`config.mk`:
```
export PLATFORM = sky130hd
export DESIGN_NAME = mips_cpu_bus_arbiter_flat
export DESIGN_NICKNAME = d
export VERILOG_FILES = /design/src/rtl/mips_cpu_bus_arbiter_if.sv /design/src/rtl/mips_cpu_bus_arbiter.sv /design/src/flat_wrapper.sv
export SDC_FILE = /design/constraint.sdc
export NUM_CORES = 1
export LEC_CHECK = 0
export CORE_AREA = 2 2 105 107
export DETAILED_ROUTE_END_ITERATION = 16
export DIE_AREA = 0 0 107 109
export GPL_TIMING_DRIVEN = 0
export PLACE_DENSITY = 0.63
export SYNTH_ARGS = -nofsm -noshare
export SYNTH_HDL_FRONTEND = slang
export SYNTH_SLANG_ARGS = --single-unit
export TNS_END_PERCENT = 1
```
`constraint.sdc`:
```
create_clock -name clk -period 2.64 [get_ports clk]
set_clock_uncertainty 0.05 [all_clocks]
set_input_delay 0.66 -clock clk [delete_from_list [all_inputs] [get_ports clk]]
set_output_delay 0.66 -clock clk [all_outputs]
set_load 0.01 [all_outputs]
```
`src/rtl/mips_cpu_bus_arbiter_if.sv`:
```
// mips_cpu_bus_arbiter_if
//   Bundles the three Avalon-style ports around the arbiter:
//     i_*  instruction fetch port (read only)
//     d_*  data port (read/write, byte enables)
//     m_*  shared bus toward the RAM
//   modport master : the arbiter's view (owns the waitrequests, readdata and m_* drive)
//   modport slave  : the environment's view (CPU ports and RAM)
interface mips_cpu_bus_arbiter_if;
  logic [31:0] i_address;
  logic        i_read;
  logic        i_waitrequest;
  logic [31:0] i_readdata;

  logic [31:0] d_address;
  logic        d_read;
  logic        d_write;
  logic [31:0] d_writedata;
  logic [3:0]  d_byteenable;
  logic        d_waitrequest;
  logic [31:0] d_readdata;

  logic [31:0] m_address;
  logic        m_read;
  logic        m_write;
  logic [31:0] m_writedata;
  logic [3:0]  m_byteenable;
  logic        m_waitrequest;
  logic [31:0] m_readdata;

  modport master (
    input  i_address, i_read,
    output i_waitrequest, i_readdata,
    input  d_address, d_read, d_write, d_writedata, d_byteenable,
    output d_waitrequest, d_readdata,
    output m_address, m_read, m_write, m_writedata, m_byteenable,
    input  m_waitrequest, m_readdata
  );

  modport slave (
    output i_address, i_read,
    input  i_waitrequest, i_readdata,
    output d_address, d_read, d_write, d_writedata, d_byteenable,
    input  d_waitrequest, d_readdata,
    input  m_address, m_read, m_write, m_writedata, m_byteenable,
    output m_waitrequest, m_readdata
  );
endinterface

```
`src/rtl/mips_cpu_bus_arbiter.sv`:
```
// mips_cpu_bus_arbiter
//   Shares one RAM bus between the instruction and data ports of a MIPS core.
//   A registered grant FSM (IDLE / GRANT_I / GRANT_D) picks the owner; the
//   owner's request is forwarded combinationally to the m_* side. Ties are
//   broken against the last port that completed a transfer.
//   Ports:
//     clk    rising-edge clock
//     reset  asynchronous, active-high
//     bus    mips_cpu_bus_arbiter_if.master (i_*, d_*, m_* signals)
module mips_cpu_bus_arbiter (
  input  logic                          clk,
  input  logic                          reset,
  mips_cpu_bus_arbiter_if.master        bus
);

  typedef enum logic [1:0] {IDLE, GRANT_I, GRANT_D} state_t;

  state_t state_q, state_d;
  // 1 = data port completed last, 0 = instruction port
  logic   last_d_q, last_d_d;

  logic req_i, req_d;

  logic [31:0] m_address;
  logic        m_read, m_write;
  logic [31:0] m_writedata;
  logic [3:0]  m_byteenable;
  logic        i_wait, d_wait;

  assign req_i = bus.i_read;
  assign req_d = bus.d_read | bus.d_write;

  // Reset to last=D so the first tie goes to instruction fetch.
  always_ff @(posedge clk or posedge reset) begin
    if (reset) begin
      state_q  <= IDLE;
      last_d_q <= 1'b1;
    end else begin
      state_q  <= state_d;
      last_d_q <= last_d_d;
    end
  end

  always_comb begin
    state_d      = state_q;
    last_d_d     = last_d_q;
    m_address    = 32'h0;
    m_read       = 1'b0;
    m_write      = 1'b0;
    m_writedata  = 32'h0;
    m_byteenable = 4'b0000;
    i_wait       = 1'b1;
    d_wait       = 1'b1;

    case (state_q)
      IDLE: begin
        if (req_i && req_d) state_d = last_d_q ? GRANT_I : GRANT_D;
        else if (req_i)     state_d = GRANT_I;
        else if (req_d)     state_d = GRANT_D;
      end

      GRANT_I: begin
        m_address    = bus.i_address;
        m_read       = bus.i_read;
        m_byteenable = 4'b1111;
        i_wait       = bus.m_waitrequest;
        if (!req_i) begin
          // abort: hand over without touching last_d
          state_d = req_d ? GRANT_D : IDLE;
        end else if (!bus.m_waitrequest) begin
          last_d_d = 1'b0;
          state_d  = req_d ? GRANT_D : GRANT_I;
        end
      end

      GRANT_D: begin
        m_address    = bus.d_address;
        m_read       = bus.d_read;
        m_write      = bus.d_write;
        m_writedata  = bus.d_writedata;
        m_byteenable = bus.d_byteenable;
        d_wait       = bus.m_waitrequest;
        if (!req_d) begin
          state_d = req_i ? GRANT_I : IDLE;
        end else if (!bus.m_waitrequest) begin
          last_d_d = 1'b1;
          state_d  = req_i ? GRANT_I : GRANT_D;
        end
      end

      default: state_d = IDLE;
    endcase
  end

  assign bus.m_address     = m_address;
  assign bus.m_read        = m_read;
  assign bus.m_write       = m_write;
  assign bus.m_writedata   = m_writedata;
  assign bus.m_byteenable  = m_byteenable;
  assign bus.i_waitrequest = i_wait;
  assign bus.d_waitrequest = d_wait;
  assign bus.i_readdata    = bus.m_readdata;
  assign bus.d_readdata    = bus.m_readdata;

endmodule

```
`src/flat_wrapper.sv`:
```
// flat-port wrapper written by rule: the top's interface ports become plain ports
module mips_cpu_bus_arbiter_flat 
  (clk, reset, bus_i_address, bus_i_read, bus_i_waitrequest, bus_i_readdata, bus_d_address, bus_d_read, bus_d_write, bus_d_writedata, bus_d_byteenable, bus_d_waitrequest, bus_d_readdata, bus_m_address, bus_m_read, bus_m_write, bus_m_writedata, bus_m_byteenable, bus_m_waitrequest, bus_m_readdata);
  mips_cpu_bus_arbiter_if bus_i ();
  input  logic clk;
  input  logic reset;
  input wire logic [$bits(bus_i.i_address)-1:0] bus_i_address;
  input wire logic [$bits(bus_i.i_read)-1:0] bus_i_read;
  output wire logic [$bits(bus_i.i_waitrequest)-1:0] bus_i_waitrequest;
  output wire logic [$bits(bus_i.i_readdata)-1:0] bus_i_readdata;
  input wire logic [$bits(bus_i.d_address)-1:0] bus_d_address;
  input wire logic [$bits(bus_i.d_read)-1:0] bus_d_read;
  input wire logic [$bits(bus_i.d_write)-1:0] bus_d_write;
  input wire logic [$bits(bus_i.d_writedata)-1:0] bus_d_writedata;
  input wire logic [$bits(bus_i.d_byteenable)-1:0] bus_d_byteenable;
  output wire logic [$bits(bus_i.d_waitrequest)-1:0] bus_d_waitrequest;
  output wire logic [$bits(bus_i.d_readdata)-1:0] bus_d_readdata;
  output wire logic [$bits(bus_i.m_address)-1:0] bus_m_address;
  output wire logic [$bits(bus_i.m_read)-1:0] bus_m_read;
  output wire logic [$bits(bus_i.m_write)-1:0] bus_m_write;
  output wire logic [$bits(bus_i.m_writedata)-1:0] bus_m_writedata;
  output wire logic [$bits(bus_i.m_byteenable)-1:0] bus_m_byteenable;
  input wire logic [$bits(bus_i.m_waitrequest)-1:0] bus_m_waitrequest;
  input wire logic [$bits(bus_i.m_readdata)-1:0] bus_m_readdata;
  assign bus_i.i_address = bus_i_address;
  assign bus_i.i_read = bus_i_read;
  assign bus_i_waitrequest = bus_i.i_waitrequest;
  assign bus_i_readdata = bus_i.i_readdata;
  assign bus_i.d_address = bus_d_address;
  assign bus_i.d_read = bus_d_read;
  assign bus_i.d_write = bus_d_write;
  assign bus_i.d_writedata = bus_d_writedata;
  assign bus_i.d_byteenable = bus_d_byteenable;
  assign bus_d_waitrequest = bus_i.d_waitrequest;
  assign bus_d_readdata = bus_i.d_readdata;
  assign bus_m_address = bus_i.m_address;
  assign bus_m_read = bus_i.m_read;
  assign bus_m_write = bus_i.m_write;
  assign bus_m_writedata = bus_i.m_writedata;
  assign bus_m_byteenable = bus_i.m_byteenable;
  assign bus_i.m_waitrequest = bus_m_waitrequest;
  assign bus_i.m_readdata = bus_m_readdata;
  mips_cpu_bus_arbiter u_core (.clk(clk), .reset(reset), .bus(bus_i));
endmodule
```
---- Yosys cells after proc, flatten, opt, wreduce, memory -nomap -nowiden ----
Cells that the tools add are included.
word-level totals
  register bits ........................... 3
  input bits .............................. 138
  output and inout bits ................... 136
  word-level logic and storage cells ...... 42
operators by class
  equal/unequal tests ..................... 9
  mux-type cells .......................... 25
  bitwise logic cells ..................... 1
  reduce and logical (&&, ||, !) cells .... 5
operators with widths
  cell                                                                   number
  32-bit case mux with 2 select lines                                    1
  32-bit 2-to-1 mux                                                      1
  2-bit 2-to-1 mux                                                       11
  1-bit 2-to-1 mux                                                       8
  4-bit case mux with 2 select lines                                     1
  2-bit != test, second input constant                                   3
  3-bit != test, second input constant                                   2
  2-bit case mux with 3 select lines                                     1
  5-bit AND reduction                                                    1
  4-bit by 2-bit != test with 1-bit output, second input constant        1
  1-bit case mux with 2 select lines                                     2
  3-bit AND reduction                                                    1
  2-bit by 1-bit equality test with 1-bit output, second input constant  1
  2-bit equality test, second input constant                             1
  2-bit zero test                                                        1
  2-bit by 1-bit != test with 1-bit output, second input constant        1
  2-bit nonzero test                                                     1
  1-bit logical AND                                                      1
  1-bit bitwise OR                                                       1

---- Logic depth before layout (Yosys ltp) ----
  word-level depth ........................ 5
  mapped depth ............................ 8
  depth with buffers taken out ............ 6

---- Worst setup path before layout ----
OpenSTA, ideal clock, no wires.
  path kind ............................... register to output
  start point ............................. register u_core.state_q[0]
  end point ............................... output port bus_m_address[20]
  data arrival time ....................... 1454 ps
  required time ........................... 1930 ps
  setup slack ............................. 476 ps
  cell stages (with the launch flop) ...... 7
  path buffers ............................ 2
  cell sequence ........................... dfrtp_1 -> inv_1 -> ha_1 -> clkbuf_1 -> clkbuf_1 -> a22oi_1 -> nor2b_1
on the way
  cells in the longest elaborated chain, start to end .. 2
  elaborated cells on any way between the ends .. 3
  classes of those cells .................. eq/ne: 2; mux: 1
RTL lines
  what                                                                                          RTL line                    text
  start: declaration                                                                            mips_cpu_bus_arbiter.sv:18  state_t state_q, state_d;
  start signal: assignment                                                                      mips_cpu_bus_arbiter.sv:39  state_q <= state_d;
  2-bit equality test / 2-bit by 1-bit equality test with 1-bit output (equally long branches)  mips_cpu_bus_arbiter.sv:55  case (state_q)
  32-bit case mux with 2 select lines *                                                         mips_cpu_bus_arbiter.sv:55
  end: declaration                                                                              flat_wrapper.sv:18          output wire logic [$bits(bus_i.m_address)-1:0] bus_m_address;
Mark *: on every way between the ends. The rest lies on a longest branch, timed or not.

---- Worst setup path in the final report ----
  start point ............................. register u_core.state_q[1]
  end point ............................... output port bus_i_waitrequest
on the way
  cells in the longest elaborated chain, start to end .. 2
RTL lines
  what                                            RTL line                    text
  2-bit by 1-bit equality test with 1-bit output  mips_cpu_bus_arbiter.sv:55
  1-bit 2-to-1 mux                                mips_cpu_bus_arbiter.sv:55
  end: declaration                                flat_wrapper.sv:9           output wire logic [$bits(bus_i.i_waitrequest)-1:0] bus_i_waitrequest;
No other way between the ends.

==> impl_metrics.json <==
{
  "run_status": "completed",
  "switching_share": 0.427,
  "r2r.worst_path.cells": 6,
  "die_w_um": 107,
  "report.final.slew_viol_count": 0,
  "final_hold_viol_count": 0,
  "final_antenna_net_count": 0,
  "cts_made_buffers": 3,
  "netlist_top_cells_count": "buf_4 (64), nor2b_1 (38), a22oi_1 (33)",
  "syn_to_final_growth_pct": 171,
  "cpPeakStageDelay_ns": 0.54,
  "relSlewSlack": 0.792,
  "pwr-share-comb": 0.907,
  "avgRoutedWirePerCell_um": 13.1,
  "ys_ff_latch": 3,
  "die-area_um2": 11700,
  "netlist_area_um2": 1570,
  "crit_top_cell": "clkbuf_8",
  "pre_cts_ws_ns": -0.542,
  "r2r_end": "u_core.state_q[0]",
  "async_reset_ff_frac": 1.00,
  "netlist_instances": 222,
  "synth_seq_area_share": 0.0486,
  "port_buffers": 241,
  "grt_antenna_before_repair": 0,
  "routabilityCongestion": 0.760,
  "cp_slowest_cell": "clkdlybuf4s50_1",
  "wl_um": 7910,
  "drive_above_1_share": 0.200,
  "synthDistinctLibCells": 26,
  "worstHoldEndpoint": "u_core.last_d_q",
  "arrival_ns": 1.86,
  "clkPwrFrac": 0.053,
  "hold_buffers": 0,
  "syn_area_per_cell_um2": 7.07,
  "clkSinkCount": 3,
  "drt_iter0_drc": 83,
  "grt_max_degree": 11,
  "nets": 610,
  "min_from": "u_core.last_d_q",
  "post_cts_buffers": 0,
  "worstPathMaxFanout": 10,
  "hold_path_depth": 2,
  "hp-class": "reg -> reg",
  "start_util": 0.148,
  "p_int_w": 0.00147,
  "required_ns": 1.93,
  "vias": 2356,
  "synth_top_area_cell": "buf_4",
  "rows": 38,
  "cap_violations": 0,
  "core_um2": 10600,
  "synth.most_common_cell": "buf_4",
  "dp_hpwl_um": 6760,
  "worstSkewPairLatency_ns": 0.22,
  "fmax_ghz": 0.389,
  "end_kind": "output pin",
  "p_switching_w": 0.00110,
  "die_h_um": 109,
  "antenna_cells": 0,
  "setup_viol": 0,
  "r2r-start": "u_core.state_q[1]",
  "synthFlopType": "dfrtp_1",
  "yosysWarnings": 0,
  "leakage_nw": 1.95,
  "max-clock-path-buffers": 2,
  "start_kind": "flip-flop",
  "rrSetupSlack_ns": 0.93,
  "critical_path_class": "reg -> out",
  "period_share": 0.973,
  "grt_overflow": 0,
  "finish.utilization": 0.401,
  "crit_chain": "inv_2 -> ha_1 -> clkbuf_8 -> clkbuf_8 -> nand2b_1 -> clkdlybuf4s50_1",
  "power_density_nw_per_um2": 606,
  "root_buffer": "clkbuf_8",
  "layoutNonFillerInstCount": 606,
  "max-vdd-ir-drop_mv": 0.186,
  "tritoncts": "yes",
  "yosys-top-cells-area": "buf_4 (31%), a22oi_1 (16%), nor2b_1 (15%), and2_1 (13%), ha_1 (4.0%)",
  "via_per_inst": 3.89,
  "pwr-share-seq": 0.039,
  "grt_pass1_wl_um": 11600,
  "cts_max_level": 1,
  "first_global_vias": 2339,
  "rsz0062_at_grt": "yes",
  "dp.cells": 603,
  "syn-num-nets": 365,
  "worstMarginPinSlew_ns": 0.310,
  "remaining_drc_errors": 0,
  "netlist.area_leader.share": 0.306,
  "io_pins": 274,
  "period_minus_slack_ns": 2.57,
  "drt_first_pass_iters": 4,
  "path_clk_slew_ns": 0.03,
  "synth_edf_count": 0,
  "globalRouteTotalUtil": 0.124,
  "setup_ws_ns": 0.0719
}
-- worst max-delay path, delay by kind of cell (launching register included) --
kind / cells / cell delay (ns)
and+or+nand+nor: 1 / 0.07
DFF: 1 / 0.42
buffers and inverters: 4 / 0.95
adders and majority gates: 1 / 0.19
-- metal layers --
layer | up-vias | track usage | wire, µm
met2 | 146 | 0.233 | 4040
met3 | 2 | 0.0436 | 893
li1 | 1161 | - | -
met1 | 1047 | 0.139 | 2960
met4 | 0 | 0.0148 | 15
met5 | - | 0 | 0
-- power groups by stage --
| stage | sequential (W) | combinational (W) | clock [W] |
|---|---|---|---|
| 2_1_floorplan | 0.0000852 | 0.00116 | 0 |
| 3_3_place_gp | 0.0000887 | 0.00240 | 0 |
| 3_5_place_dp | 0.0000889 | 0.00242 | 0 |
| 4_1_cts | 0.000101 | 0.00237 | 0.000143 |
| 5_1_grt | 0.000103 | 0.00256 | 0.000146 |
| 6_report | 0.000101 | 0.00234 | 0.000137 |
-- cell families (layout without fill, tap and decap cells) --
group / count (synthesis) / after routing / synth area share
mux: 2 / 2 / 0.0128
simple gates: 84 / 84 / 0.335
fa+ha+maj: 5 / 5 / 0.0399
buf+inv: 84 / 328 / 0.363
flops: 3 / 3 / 0.0486
compound gates: 44 / 44 / 0.201
-- registers in the layout, indices dropped and copies added, names as in the netlist --
| register | flops |
|---|---|
| u_core.last_d_q | 1 |
| u_core.state_q | 2 |
-- final cells by class --
type | instances | area, µm²
fillers | 1083 | 6350
repair buffers | 241 | 2350
multi-input cells | 135 | 966
plain buffers | 79 | 617
well taps | 140 | 175
flip-flops and latches | 3 | 77.6
clock buffers | 4 | 45.0
inverters | 4 | 17.5
-- worst max path at each step --
stage                      start                end  slack (ns)  cells after the start
2_1_floorplan  u_core.state_q[0]  bus_m_address[20]        0.48                      6
3_3_place_gp   u_core.state_q[0]  bus_m_address[25]       -0.55                      7
3_5_place_dp   u_core.state_q[0]  bus_m_address[25]       -0.54                      7
4_1_cts        u_core.state_q[1]  bus_m_address[19]       -0.13                      7
5_1_grt        u_core.state_q[1]  bus_m_address[25]      -0.003                      7
6_report       u_core.state_q[1]  bus_i_waitrequest        0.07                      6
-- metrics by stage --
step | hold WS, ns | power, W | area (µm²) | TNS, ns
global placement | 0.476 | 0.00249 | 4160 | -14.39
global route | 0.472 | 0.00281 | 4250 | -0.00319
floorplan | 0.363 | 0.00125 | 1570 | 0
detailed placement | 0.463 | 0.00251 | 4160 | -15.98
finish | 0.460 | 0.00257 | 4250 | 0
CTS | 0.463 | 0.00262 | 4230 | -0.407
-- cells in the final DEF (no fill, tap or decap) --
master,netlist,layout
or4b_1,1,1
a21oi_1,6,6
clkbuf_4,0,7
ha_1,5,2
nor2b_1,38,38
nand3b_1,2,2
a21boi_0,1,1
clkbuf_2,0,3
clkbuf_8,1,7
clkdlybuf4s50_1,0,182
mux2i_1,2,2
buf_6,0,1
inv_4,0,1
dlymetal6s2s_1,0,5
dfrtp_1,2,1
a22oi_2,0,1
o211ai_1,1,1
nor2_4,1,1
ha_4,0,3
nand2b_1,3,3
nand2_1,1,1
o21bai_1,2,2
inv_2,0,1
dfstp_2,1,1
inv_1,4,2
dfrtp_2,0,1
nor2_1,3,3
a22oi_1,33,32
nor3_1,1,1
clkbuf_1,12,1
dlygate4sd2_1,0,53
nand3_1,1,1
and2_2,1,1
buf_4,64,65
a211oi_1,1,1
and2_1,32,32
-- what timing repair did --
action,CTS,global route
gates resized for setup,88,12
pin swaps,0,0
endpoints found under the setup margin,72,17
Power figures use the tool's default switching activity.
